`config.mk`:
```
export PLATFORM = sky130hd
export DESIGN_NAME = anti_theft_fsm_n
export DESIGN_NICKNAME = d
export VERILOG_FILES = /design/src/rtl/anti_theft_pkg.sv /design/src/rtl/at_countdown.sv /design/src/rtl/anti_theft_fsm_n.sv
export SDC_FILE = /design/constraint.sdc
export NUM_CORES = 1
export LEC_CHECK = 0
export ABC_CLOCK_PERIOD_IN_PS = 2700
export BUFFER_PORTS_ARGS = -buffer_cell sky130_fd_sc_hd__clkbuf_2
export CAP_MARGIN = 25
export CORE_MARGIN = 2
export CORE_UTILIZATION = 45
export CTS_BUF_LIST = sky130_fd_sc_hd__clkbuf_8
export CTS_CLUSTER_DIAMETER = 80
export DETAILED_ROUTE_END_ITERATION = 8
export PLACE_DENSITY = 0.71
export SLEW_MARGIN = 20
export SYNTH_ARGS = -nofsm -noshare
export SYNTH_HDL_FRONTEND = slang
export SYNTH_SLANG_ARGS = --single-unit
```
`constraint.sdc`:
```
create_clock -name clock -period 2.7 [get_ports clock]
set_input_delay 0.135 -clock clock [delete_from_list [all_inputs] [get_ports clock]]
set_output_delay 0.135 -clock clock [all_outputs]
set_load 0.05 [all_outputs]
```
`src/rtl/anti_theft_pkg.sv`:
```
// Shared types for the multi-door anti-theft controller: state codes and
// countdown timer selection.
package anti_theft_pkg;

    typedef enum logic [2:0] {
        StArmed     = 3'd0,
        StTriggered = 3'd1,
        StAlarm     = 3'd2,
        StAlarmHold = 3'd3,
        StDisarmed  = 3'd4,
        StDrvOpen   = 3'd5,
        StArming    = 3'd6
    } state_e;

    typedef enum logic [1:0] {
        TmrArm       = 2'd0,
        TmrDriver    = 2'd1,
        TmrPassenger = 2'd2,
        TmrAlarmOn   = 2'd3
    } tmr_sel_e;

    // States in which the countdown is live; everywhere else it sits at zero.
    function automatic logic is_timed(state_e s);
        return (s == StTriggered) || (s == StAlarmHold) || (s == StArming);
    endfunction

endpackage

```
`src/rtl/at_countdown.sv`:
```
// Tick-driven down-counter. A load takes priority over the tick on the same
// edge; expire flags the tick that takes the count from 1 to 0.
module at_countdown #(
    parameter int unsigned TIMER_W = 4
) (
    input  logic               clock,
    input  logic               reset_n,
    input  logic               load,
    input  logic               clear,
    input  logic [TIMER_W-1:0] load_value,
    input  logic               tick,
    output logic               expire
);

    logic [TIMER_W-1:0] cnt_q, cnt_d;

    always_comb begin
        cnt_d = cnt_q;
        if (load) begin
            cnt_d = load_value;
        end else if (clear) begin
            cnt_d = '0;
        end else if (tick && (cnt_q != '0)) begin
            cnt_d = cnt_q - TIMER_W'(1);
        end
    end

    assign expire = tick && (cnt_q == TIMER_W'(1));

    always_ff @(posedge clock or negedge reset_n) begin
        if (!reset_n) begin
            cnt_q <= '0;
        end else begin
            cnt_q <= cnt_d;
        end
    end

endmodule

```
`src/rtl/anti_theft_fsm_n.sv`:
```
// Multi-door anti-theft controller: alarm FSM with integrated countdown,
// blinking status LED and latched hidden-switch fuel-pump interlock.
module anti_theft_fsm_n
    import anti_theft_pkg::*;
#(
    parameter int unsigned NUM_DOORS         = 2,
    parameter int unsigned TIMER_W           = 4,
    parameter int unsigned T_ARM_DELAY       = 6,
    parameter int unsigned T_DRIVER_DELAY    = 8,
    parameter int unsigned T_PASSENGER_DELAY = 15,
    parameter int unsigned T_ALARM_ON        = 10
) (
    input  logic                 clock,
    input  logic                 reset_n,
    input  logic                 tick,
    input  logic [NUM_DOORS-1:0] doors,
    input  logic                 ignition,
    input  logic                 hidden,
    input  logic                 brakepedal,
    output logic                 fuelpump,
    output logic                 status,
    output logic                 siren,
    output logic [2:0]           state_out
);

    localparam int unsigned TMax = (2 ** TIMER_W) - 1;

    if (NUM_DOORS < 1) begin : g_bad_doors
        $error("anti_theft_fsm_n: NUM_DOORS must be at least 1");
    end
    if ((T_ARM_DELAY < 1) || (T_ARM_DELAY > TMax) ||
        (T_DRIVER_DELAY < 1) || (T_DRIVER_DELAY > TMax) ||
        (T_PASSENGER_DELAY < 1) || (T_PASSENGER_DELAY > TMax) ||
        (T_ALARM_ON < 1) || (T_ALARM_ON > TMax)) begin : g_bad_delay
        $error("anti_theft_fsm_n: delay parameter outside 1..2^TIMER_W-1");
    end

    state_e             state_q, state_d;
    tmr_sel_e           tmr_sel;
    logic               tmr_load, tmr_clear, expire;
    logic [TIMER_W-1:0] load_value;
    logic               status_q, status_d;
    logic               siren_q, siren_d;
    logic               fuel_q, fuel_d;
    logic               any_open, drv;

    assign any_open = |doors;
    assign drv      = doors[0];

    always_comb begin
        state_d  = state_q;
        tmr_load = 1'b0;
        tmr_sel  = TmrArm;
        case (state_q)
            StArmed: begin
                if (ignition) begin
                    state_d = StDisarmed;
                end else if (any_open) begin
                    state_d  = StTriggered;
                    tmr_load = 1'b1;
                    tmr_sel  = drv ? TmrDriver : TmrPassenger;
                end
            end
            StTriggered: begin
                if (ignition)    state_d = StDisarmed;
                else if (expire) state_d = StAlarm;
            end
            StAlarm: begin
                if (ignition) begin
                    state_d = StDisarmed;
                end else if (!any_open) begin
                    state_d  = StAlarmHold;
                    tmr_load = 1'b1;
                    tmr_sel  = TmrAlarmOn;
                end
            end
            StAlarmHold: begin
                if (ignition)      state_d = StDisarmed;
                else if (any_open) state_d = StAlarm;
                else if (expire)   state_d = StArmed;
            end
            StDisarmed: begin
                if (!ignition && drv) state_d = StDrvOpen;
            end
            StDrvOpen: begin
                if (ignition) begin
                    state_d = StDisarmed;
                end else if (!any_open) begin
                    state_d  = StArming;
                    tmr_load = 1'b1;
                    tmr_sel  = TmrArm;
                end
            end
            StArming: begin
                if (ignition)      state_d = StDisarmed;
                else if (any_open) state_d = StDrvOpen;
                else if (expire)   state_d = StArmed;
            end
            default: state_d = StArmed;
        endcase
    end

    always_comb begin
        load_value = '0;
        unique case (tmr_sel)
            TmrArm:       load_value = TIMER_W'(T_ARM_DELAY);
            TmrDriver:    load_value = TIMER_W'(T_DRIVER_DELAY);
            TmrPassenger: load_value = TIMER_W'(T_PASSENGER_DELAY);
            TmrAlarmOn:   load_value = TIMER_W'(T_ALARM_ON);
            default:      load_value = '0;
        endcase
    end

    // Leaving a timed state by any route (ignition, door reopen) zeroes the count.
    assign tmr_clear = !is_timed(state_d);

    at_countdown #(
        .TIMER_W (TIMER_W)
    ) u_countdown (
        .clock      (clock),
        .reset_n    (reset_n),
        .load       (tmr_load),
        .clear      (tmr_clear),
        .load_value (load_value),
        .tick       (tick),
        .expire     (expire)
    );

    always_comb begin
        siren_d  = (state_d == StAlarm) || (state_d == StAlarmHold);
        status_d = 1'b0;
        case (state_d)
            StArmed: begin
                // Blink only while resident in ARMED; entry always starts dark.
                if (state_q == StArmed) status_d = tick ? ~status_q : status_q;
                else                    status_d = 1'b0;
            end
            StTriggered, StAlarm, StAlarmHold: status_d = 1'b1;
            default:                           status_d = 1'b0;
        endcase
        // Ignition low always wins over a simultaneous set request.
        fuel_d = ignition ? (fuel_q | (hidden & brakepedal)) : 1'b0;
    end

    always_ff @(posedge clock or negedge reset_n) begin
        if (!reset_n) begin
            state_q  <= StArmed;
            status_q <= 1'b0;
            siren_q  <= 1'b0;
            fuel_q   <= 1'b0;
        end else begin
            state_q  <= state_d;
            status_q <= status_d;
            siren_q  <= siren_d;
            fuel_q   <= fuel_d;
        end
    end

    assign state_out = state_q;
    assign status    = status_q;
    assign siren     = siren_q;
    assign fuelpump  = fuel_q;

endmodule

```
== After elaboration in Yosys (flattened, before gate mapping) ==
Cells that the tools add are included.
Word-level totals
  word-level logic and storage cells: 73
  bits of input ports: 8
  output and inout bits: 6
  register bits: 10
Cells by class
  reductions and logical operators: 14
  muxes and demuxes: 34
  $add $sub $neg: 1
  bitwise operators: 3
  eq/ne operators: 16
Operators with widths (number)
  two-way mux 3 bit: 14
  one-hot mux 3 bit (7 select lines): 1
  one-hot mux 4 bit (4 select lines): 1
  == test 3 x 2 -> 1 bit (second input constant): 4
  == test 3 bit (second input constant): 4
  two-way mux 4 bit: 3
  two-way mux 2 bit: 5
  two-way mux 1 bit: 7
  == test 3 x 1 -> 1 bit (second input constant): 2
  zero test 3 bit: 2
  == test 2 bit (second input constant): 2
  == test 4 x 1 -> 1 bit (second input constant): 1
  one-hot mux 1 bit (2 select lines): 2
  one-hot mux 2 bit (2 select lines): 1
  nonzero test 4 bit: 1
  OR reduction 2 bit: 2
  subtractor 4 x 1 -> 4 bit (second input constant): 1
  logical AND 1 bit: 3
  logical OR 1 bit: 3
  inequality test 3 x 2 -> 1 bit (second input constant): 1
  inequality test 3 bit (second input constant): 1
  OR reduction 3 bit: 1
  == test 2 x 1 -> 1 bit (second input constant): 1
  zero test 2 bit: 1
  4 further kinds: 4

== Longest topological paths before layout ==
  depth in word-level cells: 11
  mapped depth: 7
  depth with buffers taken out: 7

== Cells and area by module ==
Synthesis repeated with hierarchy kept, for this count alone.
Unflattened totals
  cells, all modules: 80
  area, all modules: 724.4 µm²
By module, submodules not included
  anti_theft_fsm_n: seq. area each 150.1 µm², area each 451.7 µm², cells an instance 51, times used 1
  at_countdown: seq. area each 100.1 µm², area each 272.8 µm², cells an instance 29, times used 1

== Least setup slack after synthesis ==
OpenSTA, ideal clock, no wires.
  path type: reg-to-reg
  from: register state_q[1], in the netlist state_out[1]
  to: register u_countdown.cnt_q[0]
  cell stages (with the launch flop): 7
  clock period less this slack: 1.966 ns
  slack: 0.734 ns
  arrival time: 1.841 ns
  library setup time: 0.125 ns
  path through: dfrtp_1 buf_6 nor3_4 nor3_1 o31a_1 a21oi_4 mux2_4
On the way
  cells in the longest elaborated chain, start to end: 9
  elaborated cells between the ends (all ways): 38
  those cells by class: eq/ne: 13; mux: 20; reduce/logical: 5
Ends and longest elaborated chain
  start, declared: RTL line anti_theft_fsm_n.sv:38  | state_e state_q, state_d;
  start signal, assigned: RTL line anti_theft_fsm_n.sv:147  | state_q <= StArmed;
  start signal, assigned: RTL line anti_theft_fsm_n.sv:152  | state_q <= state_d;
  two-way mux 3 bit: RTL line anti_theft_fsm_n.sv:80, anti_theft_fsm_n.sv:97
  two-way mux 3 bit (on tied branches): RTL line anti_theft_fsm_n.sv:96, anti_theft_fsm_n.sv:79
  two-way mux 3 bit (on tied branches): RTL line anti_theft_fsm_n.sv:95, anti_theft_fsm_n.sv:78
  one-hot mux 3 bit (7 select lines): RTL line anti_theft_fsm_n.sv:54  | case (state_q)
  == test 3 x 1 -> 1 bit / == test 3 x 2 -> 1 bit (equally long branches): RTL line anti_theft_pkg.sv:24  | return (s == StTriggered) || (s == StAlarmHold) || (s == StArming);
  logical OR 1 bit (2 in series): RTL line anti_theft_pkg.sv:24
  two-way mux 4 bit: RTL line at_countdown.sv:21  | end else if (clear) begin
  two-way mux 4 bit: RTL line at_countdown.sv:19  | if (load) begin
  end signal, assigned: RTL line at_countdown.sv:34  | cnt_q <= cnt_d;
  end, declared: RTL line at_countdown.sv:15  | logic [TIMER_W-1:0] cnt_q, cnt_d;
Several ways; a longest one is shown, not always the timed one.
A chain may end at the register's enable or synchronous reset.

== Final worst setup path ==
  from: register u_countdown.cnt_q[1]
  to: register u_countdown.cnt_q[1]
On the way
  cells in the longest elaborated chain, start to end: 11
  elaborated cells between the ends (all ways): 22
  those cells by class: add/sub: 1; eq/ne: 5; mux: 11; reduce/logical: 5
Ends and longest elaborated chain
  == test 4 x 1 -> 1 bit: RTL line at_countdown.sv:28  | assign expire = tick && (cnt_q == TIMER_W'(1));
  logical AND 1 bit: RTL line at_countdown.sv:28
  two-way mux 3 bit: RTL line anti_theft_fsm_n.sv:80, anti_theft_fsm_n.sv:97
  two-way mux 3 bit (on tied branches): RTL line anti_theft_fsm_n.sv:96, anti_theft_fsm_n.sv:79
  two-way mux 3 bit (on tied branches): RTL line anti_theft_fsm_n.sv:95, anti_theft_fsm_n.sv:78
  one-hot mux 3 bit (7 select lines): RTL line anti_theft_fsm_n.sv:54
  == test 3 x 1 -> 1 bit / == test 3 x 2 -> 1 bit (equally long branches): RTL line anti_theft_pkg.sv:24
  logical OR 1 bit (2 in series): RTL line anti_theft_pkg.sv:24
  two-way mux 4 bit: RTL line at_countdown.sv:21
  two-way mux 4 bit: RTL line at_countdown.sv:19
Several ways; a longest one is shown, not always the timed one. The select of a mux whose other input is x is not followed.

==> results.json <==
{
  "clk_latency_ns": 0.23,
  "yosysSeqAreaShare_pct": 26.63,
  "rsz0062_at_grt": "false",
  "finalClockSkew_ns": 0.002043,
  "drt-total-wl_um": 2018,
  "slew_headroom_pct": 60.02,
  "grt_pass1_wl_um": 3429,
  "grt_start_max_net_pins": 20,
  "clockBufferDepth": 2,
  "fmax_mhz": 506.3,
  "dp_cells": 135,
  "place.gp.congestion": 0.8028,
  "die-width_um": 49.70,
  "diodes": 0,
  "worstSetupPathType": "flop to flop",
  "gr-usage-met2_pct": 28.67,
  "synth-xor-area-share_pct": 2.796,
  "synth.largest_area_cell": "dfrtp_1",
  "fin_cells": 139,
  "post-route-period-util_pct": 73.15,
  "cts_tree": "built",
  "synth_nets": 113,
  "min_period_ns": 1.975,
  "p_per_area_nw_per_um2": 378.1,
  "postCtsResizedCells": 0,
  "io_pins": 14,
  "cp.arrival_ns": 2.09,
  "htreeDepth": 1,
  "clock-sinks": 10,
  "setup_slack_ns": 0.7249,
  "rr_worst_depth": 7,
  "grt_use_met1_pct": 24.67,
  "synth.cells.most_frequent": "dfrtp_1 (10), nand2_1 (10), o21ai_0 (6)",
  "tns_ns": 0,
  "grt_use_met3_pct": 4.848,
  "hold_class": "primary input to flop",
  "cp_num_buf_inv": 1,
  "synth_cells": 102,
  "crit_slowest_cell": "dfrtp_1",
  "cpPeakStageDelay_ns": 0.37,
  "hold_depth": 3,
  "cp_cell_sequence": "inv_1 > ha_1 > and4bb_4 > nor4_2 > o21ai_1 > a21oi_4 > mux2_4",
  "cts_root_buffer": "clkbuf_8",
  "status": "completed",
  "async_reset_ff_share_pct": 100.0,
  "hold_viol": 0,
  "routed-via-count": 781,
  "synth-compound-area-share_pct": 25.30,
  "synth_top_area_share_pct": 26.63,
  "antenna_found_initial": 0,
  "min_to": "fuelpump",
  "grt_pass1_vias": 724,
  "synthAdderAreaFrac_pct": 3.995,
  "post_drt_wl_per_cell_um": 14.52,
  "top_usage_layer": "met2",
  "finalSetupViolations": 0,
  "synth-edff-count": 0,
  "ys_types": 50,
  "drc": 0,
  "ys_ff_latch": 10,
  "drt-initial-drc-count": 16,
  "min_from": "brakepedal",
  "gr-total-overflow": 0,
  "cts_inserted_buffers": 3,
  "layout.nets": 125,
  "dp_hpwl_um": 1517,
  "slew_viol_final": 0,
  "start_kind": "flop",
  "end_kind": "flop",
  "floorplan.initialDensity_pct": 47.90,
  "r2r_setup_slack_ns": 0.72,
  "pre_cts_ws_ns": 0.7300,
  "synth_top_family_by_area": "simple AND/OR/NAND/NOR gates",
  "synth_warnings": 0,
  "synth_ff_type": "dfrtp_1",
  "grt_usage_pct": 18.40,
  "syn2layout_area_growth_pct": 9.054,
  "avgViaCountPerCell": 5.619,
  "worstPathMaxFanout": 6,
  "synth_simple_gate_area_share_pct": 29.56,
  "crit_required_ns": 2.81,
  "synthMuxAreaShare_pct": 3.196,
  "drive_above_1_share_pct": 31.25,
  "die_y_um": 49.70,
  "ir_drop_uv": 265.3,
  "rows": 16,
  "netlist_area_sq_um": 939.7,
  "worst_pin_slew_ns": 0.5997,
  "synth.avg_cell_area_sq_um": 9.212,
  "die_area_sq_um": 2470,
  "ant_nets": 0,
  "r2r-end": "u_countdown.cnt_q[1]",
  "crit_family": "simple AND/OR/NAND/NOR gates",
  "maxCapViolCount": 0,
  "synthTopCellsByArea": "dfrtp_1 (27%), ha_1 (4.0%), nand2_1 (4.0%)",
  "r2r_start": "u_countdown.cnt_q[1]",
  "port_buffers": 13,
  "core_sq_um": 1962,
  "drtPass1Iterations": 4,
  "clkTransAtPathRegs_ns": 0.04,
  "p_leak_nw": 0.4354
}
-- layout make-up --
type | count | area, sq um
fillers | 200 | 937.1
multi-input cells | 81 | 609.3
inverters | 4 | 15.01
well taps | 27 | 33.78
flip-flops and latches | 10 | 250.2
repair buffers | 14 | 75.07
clock buffers | 3 | 41.29
-- flip-flops by register name, indices dropped and copies added, names as in the netlist --
signal             flops
u_countdown.cnt_q      4
state_out              3
fuelpump               1
siren                  1
status                 1
-- metal layers --
layer	part of all wire (%)	vias to the layer above
li1	-	390
met1	46	371
met2	48	18
met3	5.5	2
met4	0.25	0
met5	0	-
-- through the flow --
step                utilization (%)  hold WS [ns]  area (sq um)  total power [mW]
global route                  52.23        0.2254          1025            0.4111
finish                        52.23        0.1704          1025            0.3875
detailed placement            49.62       0.01531         973.4            0.2391
CTS                           52.23        0.1674          1025            0.3907
global placement              49.62       0.01023         973.4            0.2380
floorplan                         -       -0.1606         939.7            0.2249
-- cells in the final DEF, fill, tap and decap left out, types with 2 or more instances in the layout --
| master | count |
|---|---|
| nand2b_1 | 3 |
| nand2_1 | 10 |
| o221ai_1 | 2 |
| dfrtp_1 | 10 |
| or3_1 | 3 |
| a21oi_1 | 5 |
| clkbuf_2 | 13 |
| o21ai_0 | 6 |
| nor2b_1 | 2 |
| nor2_1 | 5 |
| ha_1 | 3 |
| or3b_1 | 2 |
| clkbuf_8 | 3 |
| nor3_1 | 3 |
| o21ai_2 | 2 |
| mux2_4 | 2 |
| nand3_1 | 2 |
| inv_1 | 4 |
| xor2_1 | 2 |
-- how the worst max path moves through the flow --
| stage | from | end | slack (ns) | cells after the start |
|---|---|---|---|---|
| after floorplan | state_out[1] | u_countdown.cnt_q[0] | 0.73 | 6 |
| after global placement | u_countdown.cnt_q[0] | u_countdown.cnt_q[0] | 0.78 | 6 |
| after detailed placement | u_countdown.cnt_q[1] | u_countdown.cnt_q[1] | 0.73 | 7 |
| after CTS | u_countdown.cnt_q[1] | u_countdown.cnt_q[0] | 0.72 | 7 |
| after global routing | state_out[2] | u_countdown.cnt_q[2] | 0.62 | 5 |
| final | u_countdown.cnt_q[1] | u_countdown.cnt_q[1] | 0.72 | 7 |
-- power breakdown --
group / leakage (nW) / switching [mW] / internal (mW) / total (mW)
Sequential: 0.132 / 0.0115 / 0.155 / 0.166
Combinational: 0.282 / 0.0452 / 0.0278 / 0.0730
Clock: 0.0216 / 0.0515 / 0.0970 / 0.148
-- cells by family after synthesis --
logic type               count (synthesis)
AND/OR/NAND/NOR                         43
AO/OA/AOI/OAI                           30
buffers and inverters                   11
flip-flops                              10
XOR/XNOR                                 3
adder cells (fa/ha/maj)                  3
multiplexers                             2
-- tightest hold or removal path: stages --
cell and delay [ns]:
clkbuf_2 0.07, a21oi_1 0.05, nor2b_1 0.10
-- repair_timing --
| action | in CTS | in global routing |
|---|---|---|
| hold buffers | 1 | 0 |
| endpoints found under the hold margin | 10 | 0 |
| buffers inserted | 0 | 0 |
Power figures use the tool's default switching activity.
